**src/rtl/dma_fifo_pkg.sv**
```systemverilog
`default_nettype none
// ============================================================================
//  Module   : dma_fifo_pkg
//  Purpose  : Shared constants and helpers for the DMA data-path FIFO.
//             Holds the default word width / depth used by the DMA
//             controller, the clog2 helper, pointer/count width derivation
//             and the parameter legality predicate.
//  Revision : 1.0 - initial multi-entry FIFO release
// ============================================================================
package dma_fifo_pkg;

    // Defaults shared with the DMA controller.
    localparam int c_def_data_w = 16;
    localparam int c_def_depth  = 8;

    // Ceiling log2 for elaboration-time width derivation (clog2(1) = 0).
    function automatic int clog2(input int value);
        int result;
        result = 0;
        for (int i = 0; i < 31; i++) begin
            if ((32'sd1 <<< i) < value) begin
                result = i + 1;
            end
        end
        return result;
    endfunction

    // Pointer width: wraps naturally from DEPTH-1 to 0.
    function automatic int ptr_w(input int depth);
        return clog2(depth);
    endfunction

    // Count width: one extra bit so the value DEPTH is representable.
    function automatic int cnt_w(input int depth);
        return clog2(depth) + 1;
    endfunction

    // DEPTH must be a power of two >= 2 and both thresholds in range.
    function automatic bit params_legal(input int depth, input int afull_thr,
                                        input int aempty_thr);
        return (depth >= 2) &&
               ((depth & (depth - 1)) == 0) &&
               (afull_thr >= 1) && (afull_thr <= depth) &&
               (aempty_thr >= 0) && (aempty_thr <= depth - 1);
    endfunction

endpackage : dma_fifo_pkg
`default_nettype wire

```
**src/rtl/dma_fifo_mem.sv**
```systemverilog
`default_nettype none
// ============================================================================
//  Module   : dma_fifo_mem
//  Purpose  : DEPTH x DATA_W storage array for the DMA FIFO. One synchronous
//             write port and one registered read port. Contents are never
//             cleared; only the read output register is reset.
//  Ports    : clk, rst        - clock, synchronous active-high reset
//             wr_en/addr/data - write port (written on rising edge)
//             rd_en/addr      - read request; rd_data loads on rising edge
//             rd_data         - output register, holds between reads
//  Revision : 1.0 - initial release
// ============================================================================
module dma_fifo_mem
    import dma_fifo_pkg::*;
#(
    parameter int DATA_W = c_def_data_w,
    parameter int DEPTH  = c_def_depth
) (
    input  logic                     clk,
    input  logic                     rst,
    input  logic                     wr_en,
    input  logic [ptr_w(DEPTH)-1:0]  wr_addr,
    input  logic [DATA_W-1:0]        wr_data,
    input  logic                     rd_en,
    input  logic [ptr_w(DEPTH)-1:0]  rd_addr,
    output logic [DATA_W-1:0]        rd_data
);

    logic [DATA_W-1:0] r_mem [DEPTH];
    logic [DATA_W-1:0] r_rd_data;

    always_ff @(posedge clk) begin
        if (wr_en) begin
            r_mem[wr_addr] <= wr_data;
        end
    end

    // Output register holds its last value when no read is accepted.
    always_ff @(posedge clk) begin
        if (rst) begin
            r_rd_data <= '0;
        end else if (rd_en) begin
            r_rd_data <= r_mem[rd_addr];
        end
    end

    assign rd_data = r_rd_data;

endmodule : dma_fifo_mem
`default_nettype wire

```
**src/rtl/dma_fifo_synch.sv**
```systemverilog
`default_nettype none
// ============================================================================
//  Module   : dma_fifo_synch
//  Purpose  : Parametrised synchronous FIFO for the DMA data path. Buffers
//             DATA_W-bit words between the bus-side reader and the
//             peripheral-side writer, with 1-cycle registered read latency.
//  Ports    : clk, rst          - clock, synchronous active-high reset
//             flush             - synchronous discard of all contents
//             wr_en, wr_data    - write request / word
//             rd_en             - read request
//             rd_data, rd_valid - registered read word, 1-cycle valid pulse
//             full, empty, almost_full, almost_empty, count - status
//             overflow, underflow - sticky error flags, cleared by clr_err
//  Revision : 1.0 - multi-entry successor of the single-register stage
// ============================================================================
module dma_fifo_synch
    import dma_fifo_pkg::*;
#(
    parameter int DATA_W     = c_def_data_w,
    parameter int DEPTH      = c_def_depth,
    parameter int AFULL_THR  = 6,
    parameter int AEMPTY_THR = 2
) (
    input  logic                     clk,
    input  logic                     rst,
    input  logic                     flush,
    input  logic                     wr_en,
    input  logic [DATA_W-1:0]        wr_data,
    input  logic                     rd_en,
    output logic [DATA_W-1:0]        rd_data,
    output logic                     rd_valid,
    output logic                     full,
    output logic                     empty,
    output logic                     almost_full,
    output logic                     almost_empty,
    output logic [cnt_w(DEPTH)-1:0]  count,
    output logic                     overflow,
    output logic                     underflow,
    input  logic                     clr_err
);

    localparam int c_ptr_w = ptr_w(DEPTH);
    localparam int c_cnt_w = cnt_w(DEPTH);

    localparam logic [c_cnt_w-1:0] c_depth      = c_cnt_w'(DEPTH);
    localparam logic [c_cnt_w-1:0] c_afull_thr  = c_cnt_w'(AFULL_THR);
    localparam logic [c_cnt_w-1:0] c_aempty_thr = c_cnt_w'(AEMPTY_THR);
    localparam logic [c_cnt_w-1:0] c_cnt_one    = c_cnt_w'(1);
    localparam logic [c_ptr_w-1:0] c_ptr_one    = c_ptr_w'(1);

    if (!params_legal(DEPTH, AFULL_THR, AEMPTY_THR)) begin : g_param_check
        $error("dma_fifo_synch: DEPTH must be a power of two >= 2 and thresholds in range");
    end

    logic [c_ptr_w-1:0] r_wr_ptr;
    logic [c_ptr_w-1:0] r_rd_ptr;
    logic [c_cnt_w-1:0] r_count;
    logic               r_rd_valid;
    logic               r_overflow;
    logic               r_underflow;

    logic               w_full;
    logic               w_empty;
    logic               w_wr_acc;
    logic               w_rd_acc;
    logic [c_cnt_w-1:0] w_count_next;

    // Status is a pure decode of the registered count.
    assign w_full  = (r_count == c_depth);
    assign w_empty = (r_count == '0);

    // Acceptance uses pre-edge status. rst and flush suppress both ports so
    // the memory is never written and the output register never reloads.
    assign w_wr_acc = wr_en & ~w_full  & ~flush & ~rst;
    assign w_rd_acc = rd_en & ~w_empty & ~flush & ~rst;

    always_comb begin
        w_count_next = r_count;
        case ({w_wr_acc, w_rd_acc})
            2'b10:   w_count_next = r_count + c_cnt_one;
            2'b01:   w_count_next = r_count - c_cnt_one;
            default: w_count_next = r_count;
        endcase
    end

    always_ff @(posedge clk) begin
        if (rst) begin
            r_wr_ptr   <= '0;
            r_rd_ptr   <= '0;
            r_count    <= '0;
            r_rd_valid <= 1'b0;
        end else if (flush) begin
            r_wr_ptr   <= '0;
            r_rd_ptr   <= '0;
            r_count    <= '0;
            r_rd_valid <= 1'b0;
        end else begin
            if (w_wr_acc) begin
                r_wr_ptr <= r_wr_ptr + c_ptr_one;
            end
            if (w_rd_acc) begin
                r_rd_ptr <= r_rd_ptr + c_ptr_one;
            end
            r_count    <= w_count_next;
            r_rd_valid <= w_rd_acc;
        end
    end

    // Sticky error flags: a new error wins over a same-cycle clear; a flush
    // cycle leaves the flags untouched.
    always_ff @(posedge clk) begin
        if (rst) begin
            r_overflow  <= 1'b0;
            r_underflow <= 1'b0;
        end else if (!flush) begin
            if (wr_en && w_full) begin
                r_overflow <= 1'b1;
            end else if (clr_err) begin
                r_overflow <= 1'b0;
            end
            if (rd_en && w_empty) begin
                r_underflow <= 1'b1;
            end else if (clr_err) begin
                r_underflow <= 1'b0;
            end
        end
    end

    dma_fifo_mem #(
        .DATA_W (DATA_W),
        .DEPTH  (DEPTH)
    ) u_mem (
        .clk     (clk),
        .rst     (rst),
        .wr_en   (w_wr_acc),
        .wr_addr (r_wr_ptr),
        .wr_data (wr_data),
        .rd_en   (w_rd_acc),
        .rd_addr (r_rd_ptr),
        .rd_data (rd_data)
    );

    assign rd_valid     = r_rd_valid;
    assign full         = w_full;
    assign empty        = w_empty;
    assign almost_full  = (r_count >= c_afull_thr);
    assign almost_empty = (r_count <= c_aempty_thr);
    assign count        = r_count;
    assign overflow     = r_overflow;
    assign underflow    = r_underflow;

endmodule : dma_fifo_synch
`default_nettype wire

```
**config.mk**
```make
export PLATFORM = sky130hd
export DESIGN_NAME = dma_fifo_synch
export DESIGN_NICKNAME = d
export VERILOG_FILES = /design/src/rtl/dma_fifo_pkg.sv /design/src/rtl/dma_fifo_mem.sv /design/src/rtl/dma_fifo_synch.sv
export SDC_FILE = /design/constraint.sdc
export NUM_CORES = 1
export LEC_CHECK = 0
export ABC_AREA = 1
export BUFFER_PORTS_ARGS = -buffer_cell sky130_fd_sc_hd__buf_4
export CELL_PAD_IN_SITES_DETAIL_PLACEMENT = 0
export CELL_PAD_IN_SITES_GLOBAL_PLACEMENT = 2
export CORE_MARGIN = 8
export CORE_UTILIZATION = 39
export CTS_CLUSTER_SIZE = 24
export DETAILED_ROUTE_END_ITERATION = 8
export GPL_TIMING_DRIVEN = 0
export MAX_ROUTING_LAYER = met4
export PLACE_DENSITY_LB_ADDON = 0.1
export SLEW_MARGIN = 25
export SYNTH_ARGS = -nofsm -noshare
export SYNTH_HDL_FRONTEND = slang
export SYNTH_HIERARCHICAL = 1
export SYNTH_SLANG_ARGS = --single-unit
```
**constraint.sdc**
```tcl
create_clock -name clk -period 2.35 [get_ports clk]
set_input_delay 0.1175 -clock clk [delete_from_list [all_inputs] [get_ports clk]]
set_output_delay 0.1175 -clock clk [all_outputs]
set_load 0.05 [all_outputs]
```
==> impl_metrics.csv, run 1 <==
group,metric,value,unit
clocking,cts_buffers,17,
floorplanning,ios,49,
clocking,cts_root_buffer,"clkbuf_16",
layout,area_growth,21.79,%
clocking,clk_latency,420,ps
clocking,clk_pin_slew_worst_paths,60,ps
critical_path,slowest_delay,540,ps
timing,slew_headroom,39.53,%
layout,multi_input_area,1782,µm²
power,p_leak,3.718,nW
timing,fin_skew,6.401,ps
grt,antenna_found_initial,0,
yosys,synth.net_count,727,
yosys,ys_warn_count,6,
layout,diodes,0,
floorplanning,coreArea,17360,µm²
hold_path,worstHoldPathCells,3,
timing,clock.fmax,461.3,MHz
floorplanning,num_rows,48,
detailed_routing,vias_per_cell,4.713,
yosys,yosysMostFrequentCell,"nand2_1",
layout,finalNetCount,814,
timing,setup_viol,0,
yosys,synth_flop_cell,"edfxtp_1",
critical_path,cp-end-kind,"register",
placement,portBuffers,48,
timing,maxSlewViolCount,0,
critical_path,worst-setup-path-type,"in2reg",
layout,seq_area,4424,µm²
power,cellPowerDensity,722.6,nW/µm²
yosys,synth-seq-area-share,63.83,%
clocking,cts.htree.levels,4,
yosys,netlist_area,6932,µm²
timing,grt_setup_unrepaired,"false",
critical_path,r2r_cells,10,
timing,worstMarginPinSlew,907.1,ps
layout,nFillCells,1612,
timing,finalCritPeriodShare,92.25,%
power,peakVddDrop,0.5455,mV
critical_path,cp-start-kind,"input port",
yosys,async_reset_ff_share,0,%
detailed_routing,antenna_left,0,
hold_path,hold_path_end,"overflow",
detailed_routing,dr.pass1.iters,5,
floorplanning,fp.dieH,149.3,µm
clocking,clock-sinks,157,
yosys,synth_top_cells_by_count,"nand2_1, inv_1, edfxtp_1",
placement,dp_hpwl,11400,µm
critical_path,path_cells,"dlygate4sd3_1, buf_4, inv_2, nand2_4, nor2_4, nand2_4, inv_2, ha_1, inv_1, fa_1, xnor2_1, o21ai_0, inv_1",
yosys,ys_types,25,
yosys,synthTopCellsByArea,"edfxtp_1, nand2_1, dfxtp_1",
timing,min_period,2168,ps
run,cap_violations,0,
detailed_routing,wl,18190,µm
timing,setup_slack,182.2,ps
clocking,hold_buffers,19,
layout,final_util,48.64,%
detailed_routing,post-route-drc-count,0,
critical_path,crit_fanout,7,
grt,gr-total-overflow,0,
detailed_routing,avgRoutedWirePerCell,17.76,µm
yosys,yosys.area.top_type,"edfxtp_1",
grt,grt_pass1_wl,27480,µm
yosys,synth-seq-cells,157,
critical_path,worstPathRequired,2670,ps
critical_path,r2r-start,"count[3]",
grt,grt.total_usage,17.47,%
clocking,cts_setup_buffers,0,
layout,stdcell_area,8442,µm²
clocking,cts_tree,"done",
critical_path,r2r_setup_slack,270,ps
clocking,cts-resized-gates,0,
floorplanning,die-area,22300,µm²
yosys,synth_cells,699,
detailed_routing,vias,4826,
placement,postPlaceCellArea,7661,µm²
yosys,synth_edf_count,128,
yosys,synth_area_per_cell,9.917,µm²
yosys,synth_top_area_share,55.45,%
detailed_routing,drt-initial-drc-count,249,
timing,finalHoldViolations,0,
floorplanning,die_x,149.3,µm
placement,dp_slack,278.5,ps
placement,gp_congestion,0.8115,
power,p_total,6.100,mW
floorplanning,start_util,39.94,%
hold_path,hp-start,"flush",
run_status,status,"completed",
critical_path,cp_slowest_cell,"dlygate4sd3_1",
grt,grt_pass1_vias,4685,
critical_path,arrival,2480,ps
critical_path,timing.rr.end,"count[2]",
layout,post_route_cells_drive_above_1_share,18.52,%
grt,grt_max_degree,17,
hold_path,hold_class,"in2reg",
clocking,clockBufferDepth,2,
timing,hold_slack,22.21,ps
-- state kept, by name, summed over array words and instances, names as in the netlist --
signal / cells
count: 4
r_wr_ptr: 3
u_mem/rd_data: 16
overflow: 1
underflow: 1
rd_valid: 1
r_rd_ptr: 3
u_mem/r_mem: 128
-- how the worst max path moves through the flow --
stage | slack [ps] | end | cells past startpoint | from
floorplan | 60 | u_mem/r_mem[1][0] | 6 | count[2]
global placement | -560 | u_mem/r_mem[7][9] | 6 | count[1]
detailed placement | 280 | u_mem/r_mem[3][7] | 6 | count[0]
CTS | 180 | count[2] | 13 | rst
global route | 50 | count[2] | 13 | rst
finish | 180 | count[2] | 13 | rst
-- placed cells by master (no fill, tap or decap), drive strengths merged --
| cell | count |
|---|---|
| clkinv | 8 |
| or2 | 1 |
| buf | 72 |
| nor2 | 16 |
| bufinv | 3 |
| o21ai | 25 |
| ha | 5 |
| xnor2 | 1 |
| edfxtp | 128 |
| a21oi | 22 |
| dfxtp | 29 |
| dlygate4sd3 | 19 |
| nand2 | 179 |
| inv | 161 |
| clkinvlp | 2 |
| fa | 1 |
| clkbuf | 23 |
| nand3 | 104 |
-- power by group --
part,total [mW],switching [mW],leakage [nW],internal (mW)
clock network,2.74,1.06,0.290,1.68
registers,3.04,0.0122,1.39,3.03
logic,0.322,0.211,2.04,0.111
-- final cells by class --
type | instances | area share [%]
Buffer | 27 | 2.149
Inverter | 161 | 7.159
Multi-Input combinational cell | 354 | 21.11
Timing Repair Buffer | 68 | 6.847
Clock buffer | 19 | 5.247
Tap cell | 225 | 3.335
Clock inverter | 13 | 1.749
Sequential cell | 157 | 52.41
-- layer usage --
metal  GRT usage, %  share of wire (%)  vias to the layer above
li1               -                  -                     2397
met1          22.55                 47                     2303
met2          27.62                 47                      106
met3          3.034                4.4                       20
met4          5.300                1.4                        0
met5              -                  0                        -
-- cells by family (layout without fill, tap and decap cells) --
| family | after synthesis | after routing | synth area share, % |
|---|---|---|---|
| AO/OA/AOI/OAI | 47 | 47 | 4.368 |
| XOR/XNOR | 1 | 1 | 0.1264 |
| adder cells (fa/ha/maj) | 6 | 6 | 1.191 |
| buffers and inverters | 188 | 288 | 11.34 |
| flip-flops | 157 | 157 | 63.83 |
| AND/OR/NAND/NOR | 300 | 300 | 19.15 |
-- critical path, delay by kind of cell --
kind / cells / cell delay, ps
fa+ha+maj: 2 / 650
xor+xnor: 1 / 140
buf+inv: 6 / 1060
simple gates: 3 / 360
compound gates: 1 / 140
-- through the flow --
step                instances  setup TNS, ps
floorplan                 699              0
CTS                      1024              0
finish                   1024              0
global route             1024              0
global placement          972         -65570
detailed placement        973              0
Note: power is estimated with default switching activity, not from simulation.
==> run 2: changes to the inputs <==
--- a/config.mk
+++ b/config.mk
@@ -7,15 +7,13 @@
 export LEC_CHECK = 0
 export ABC_AREA = 1
 export BUFFER_PORTS_ARGS = -buffer_cell sky130_fd_sc_hd__buf_4
-export CELL_PAD_IN_SITES_DETAIL_PLACEMENT = 0
-export CELL_PAD_IN_SITES_GLOBAL_PLACEMENT = 2
 export CORE_MARGIN = 8
-export CORE_UTILIZATION = 39
+export CORE_UTILIZATION = 60
 export CTS_CLUSTER_SIZE = 24
 export DETAILED_ROUTE_END_ITERATION = 8
 export GPL_TIMING_DRIVEN = 0
 export MAX_ROUTING_LAYER = met4
-export PLACE_DENSITY_LB_ADDON = 0.1
+export PLACE_DENSITY = 0.79
 export SLEW_MARGIN = 25
 export SYNTH_ARGS = -nofsm -noshare
 export SYNTH_HDL_FRONTEND = slang
==> run 2 against run 1 <==
Effect of this change:
- critical path depth stayed put
- combinational power about the same
- sequential power hardly changed
- setup slack better by 34 ps
- utilization up 25 points
- sequential share of layout area increased by 0.58 points
- total power is 0.79% lower
- routed wire length fell by 6.6%
- cell count decreased by 7.5%
- clock power down 2%
- maximum frequency is 1.6% higher
- highest routed layer unchanged
==> impl_metrics.csv, run 2 (synthesis results as in run 1) <==
group,metric,value,unit
run_status,status,"completed",
grt,grt_pass1_vias,4992,
layout,final_util,73.43,%
timing,slew_headroom,50.05,%
placement,dp_hpwl,11060,µm
clocking,cts_setup_buffers,0,
critical_path,crit_fanout,7,
timing,setup_viol,0,
layout,regMostFlops,"u_mem/r_mem",
detailed_routing,vias,5217,
placement,portBuffers,48,
clocking,clockBufferDepth,2,
layout,area_growth,20.45,%
detailed_routing,drt-initial-drc-count,671,
critical_path,worst-setup-path-type,"in2reg",
timing,hold_slack,8.790,ps
floorplanning,start_util,60.97,%
layout,largest_reg_flops,128,
power,p_total,6.052,mW
critical_path,path_cells,"dlygate4sd3_1, buf_4, inv_2, nand2_4, nor2_4, nand2_4, inv_2, ha_1, inv_1, fa_1, xnor2_1, o21ai_0, inv_1",
grt,grt_pass1_wl,26180,µm
placement,gp_congestion,0.8479,
grt,grt_max_degree,17,
detailed_routing,post-route-drc-count,0,
critical_path,critPathBufInv,6,
layout,finalNetCount,819,
layout,stdcell_area,8349,µm²
timing,worstMarginPinSlew,749.2,ps
timing,finalCritPeriodShare,90.81,%
clocking,cts_root_buffer,"clkbuf_16",
critical_path,crit_family,"buffers and inverters",
clocking,cts_tree,"done",
floorplanning,die_x,123.5,µm
clocking,clk_pin_slew_worst_paths,60,ps
layout,post_route_cells_drive_above_1_share,18.78,%
timing,clock.fmax,468.6,MHz
floorplanning,die-area,15250,µm²
detailed_routing,antenna_left,0,
timing,fin_skew,6.288,ps
power,peakVddDrop,0.6383,mV
floorplanning,fp.dieH,123.5,µm
grt,antenna_found_initial,0,
critical_path,slowest_delay,540,ps
floorplanning,coreArea,11370,µm²
timing,finalHoldViolations,0,
timing,min_period,2134,ps
clocking,cts.htree.levels,4,
clocking,clock-sinks,157,
placement,postPlaceCellArea,7586,µm²
hold_path,hold_class,"in2reg",
detailed_routing,dr.pass1.iters,5,
critical_path,worstPathRequired,2670,ps
detailed_routing,vias_per_cell,5.509,
detailed_routing,wl,17000,µm
clocking,hold_buffers,18,
layout,layout_common_cells,"nand2_1, inv_1, edfxtp_1",
critical_path,arrival,2450,ps
floorplanning,ios,49,
layout,mostFrequentLayoutCell,"nand2_1",
run,cap_violations,0,
critical_path,cp-end-kind,"register",
timing,grt_setup_unrepaired,"false",
grt,grt.total_usage,24.22,%
critical_path,cp-start-kind,"input port",
clocking,cts_buffers,17,
timing,maxSlewViolCount,0,
detailed_routing,avgRoutedWirePerCell,17.95,µm
clocking,clk_latency,420,ps
power,p_leak,3.726,nW
layout,diodes,0,
floorplanning,num_rows,39,
grt,gr-total-overflow,0,
critical_path,cp_slowest_cell,"dlygate4sd3_1",
clocking,cts-resized-gates,0,
power,cellPowerDensity,724.9,nW/µm²
==> run 2: cell count changes in the layout (fill, tap and decap cells not counted), sizes merged <==
cell         delta
clkinv          -3
buf             +6
clkbuf          +1
dlygate4sd3     -1
clkinvlp        +2
==> run 2: path summary, 6_finish.rpt <==
| path | start | to | slack [ps] | cells past startpoint |
|---|---|---|---|---|
| hold reg to reg | r_rd_ptr[1] | r_rd_ptr[1] | 480 | 2 |
| hold / removal | flush | overflow | 9 | 3 |
| setup reg to reg | count[3] | count[2] | 260 | 10 |
| setup / recovery | rst | count[2] | 220 | 13 |
==> run 2: tightest hold or removal path, stage by stage <==
cell	delay, ps
buf_4	90
nor2_1	50
o21ai_0	150
==> run 2: stage by stage <==
step	setup slack [ps]	cells	TNS [ps]
global route	120.9	947	0
floorplan	56.07	699	0
detailed placement	296.8	897	0
finish	216.0	947	0
global placement	-280.2	890	-29910
CTS	253.6	947	0
==> run 2: area by class of cell <==
cell class,instances,area (µm²)
sequential,157,4424
fill,736,3020
multi-input combinational,354,1747
timing repair buffer,73,630.6
inverter,161,604.3
clock buffer,20,436.7
buffer,27,181.4
tap,143,178.9
clock inverter,12,146.4
==> run 2: power breakdown <==
group / switching [mW] / leakage, nW / internal [mW]
clock: 1.03 / 0.271 / 1.66
combinational: 0.207 / 2.07 / 0.112
sequential: 0.0132 / 1.39 / 3.03
==> run 2: layer usage <==
layer  up-vias  track usage, %  routed length (µm)
met5         -               -                   0
met4         0           12.11                 634
met3        56           5.023                1707
met2       310           38.22                8208
met1      2443           29.15                6446
li1       2408               -                   -
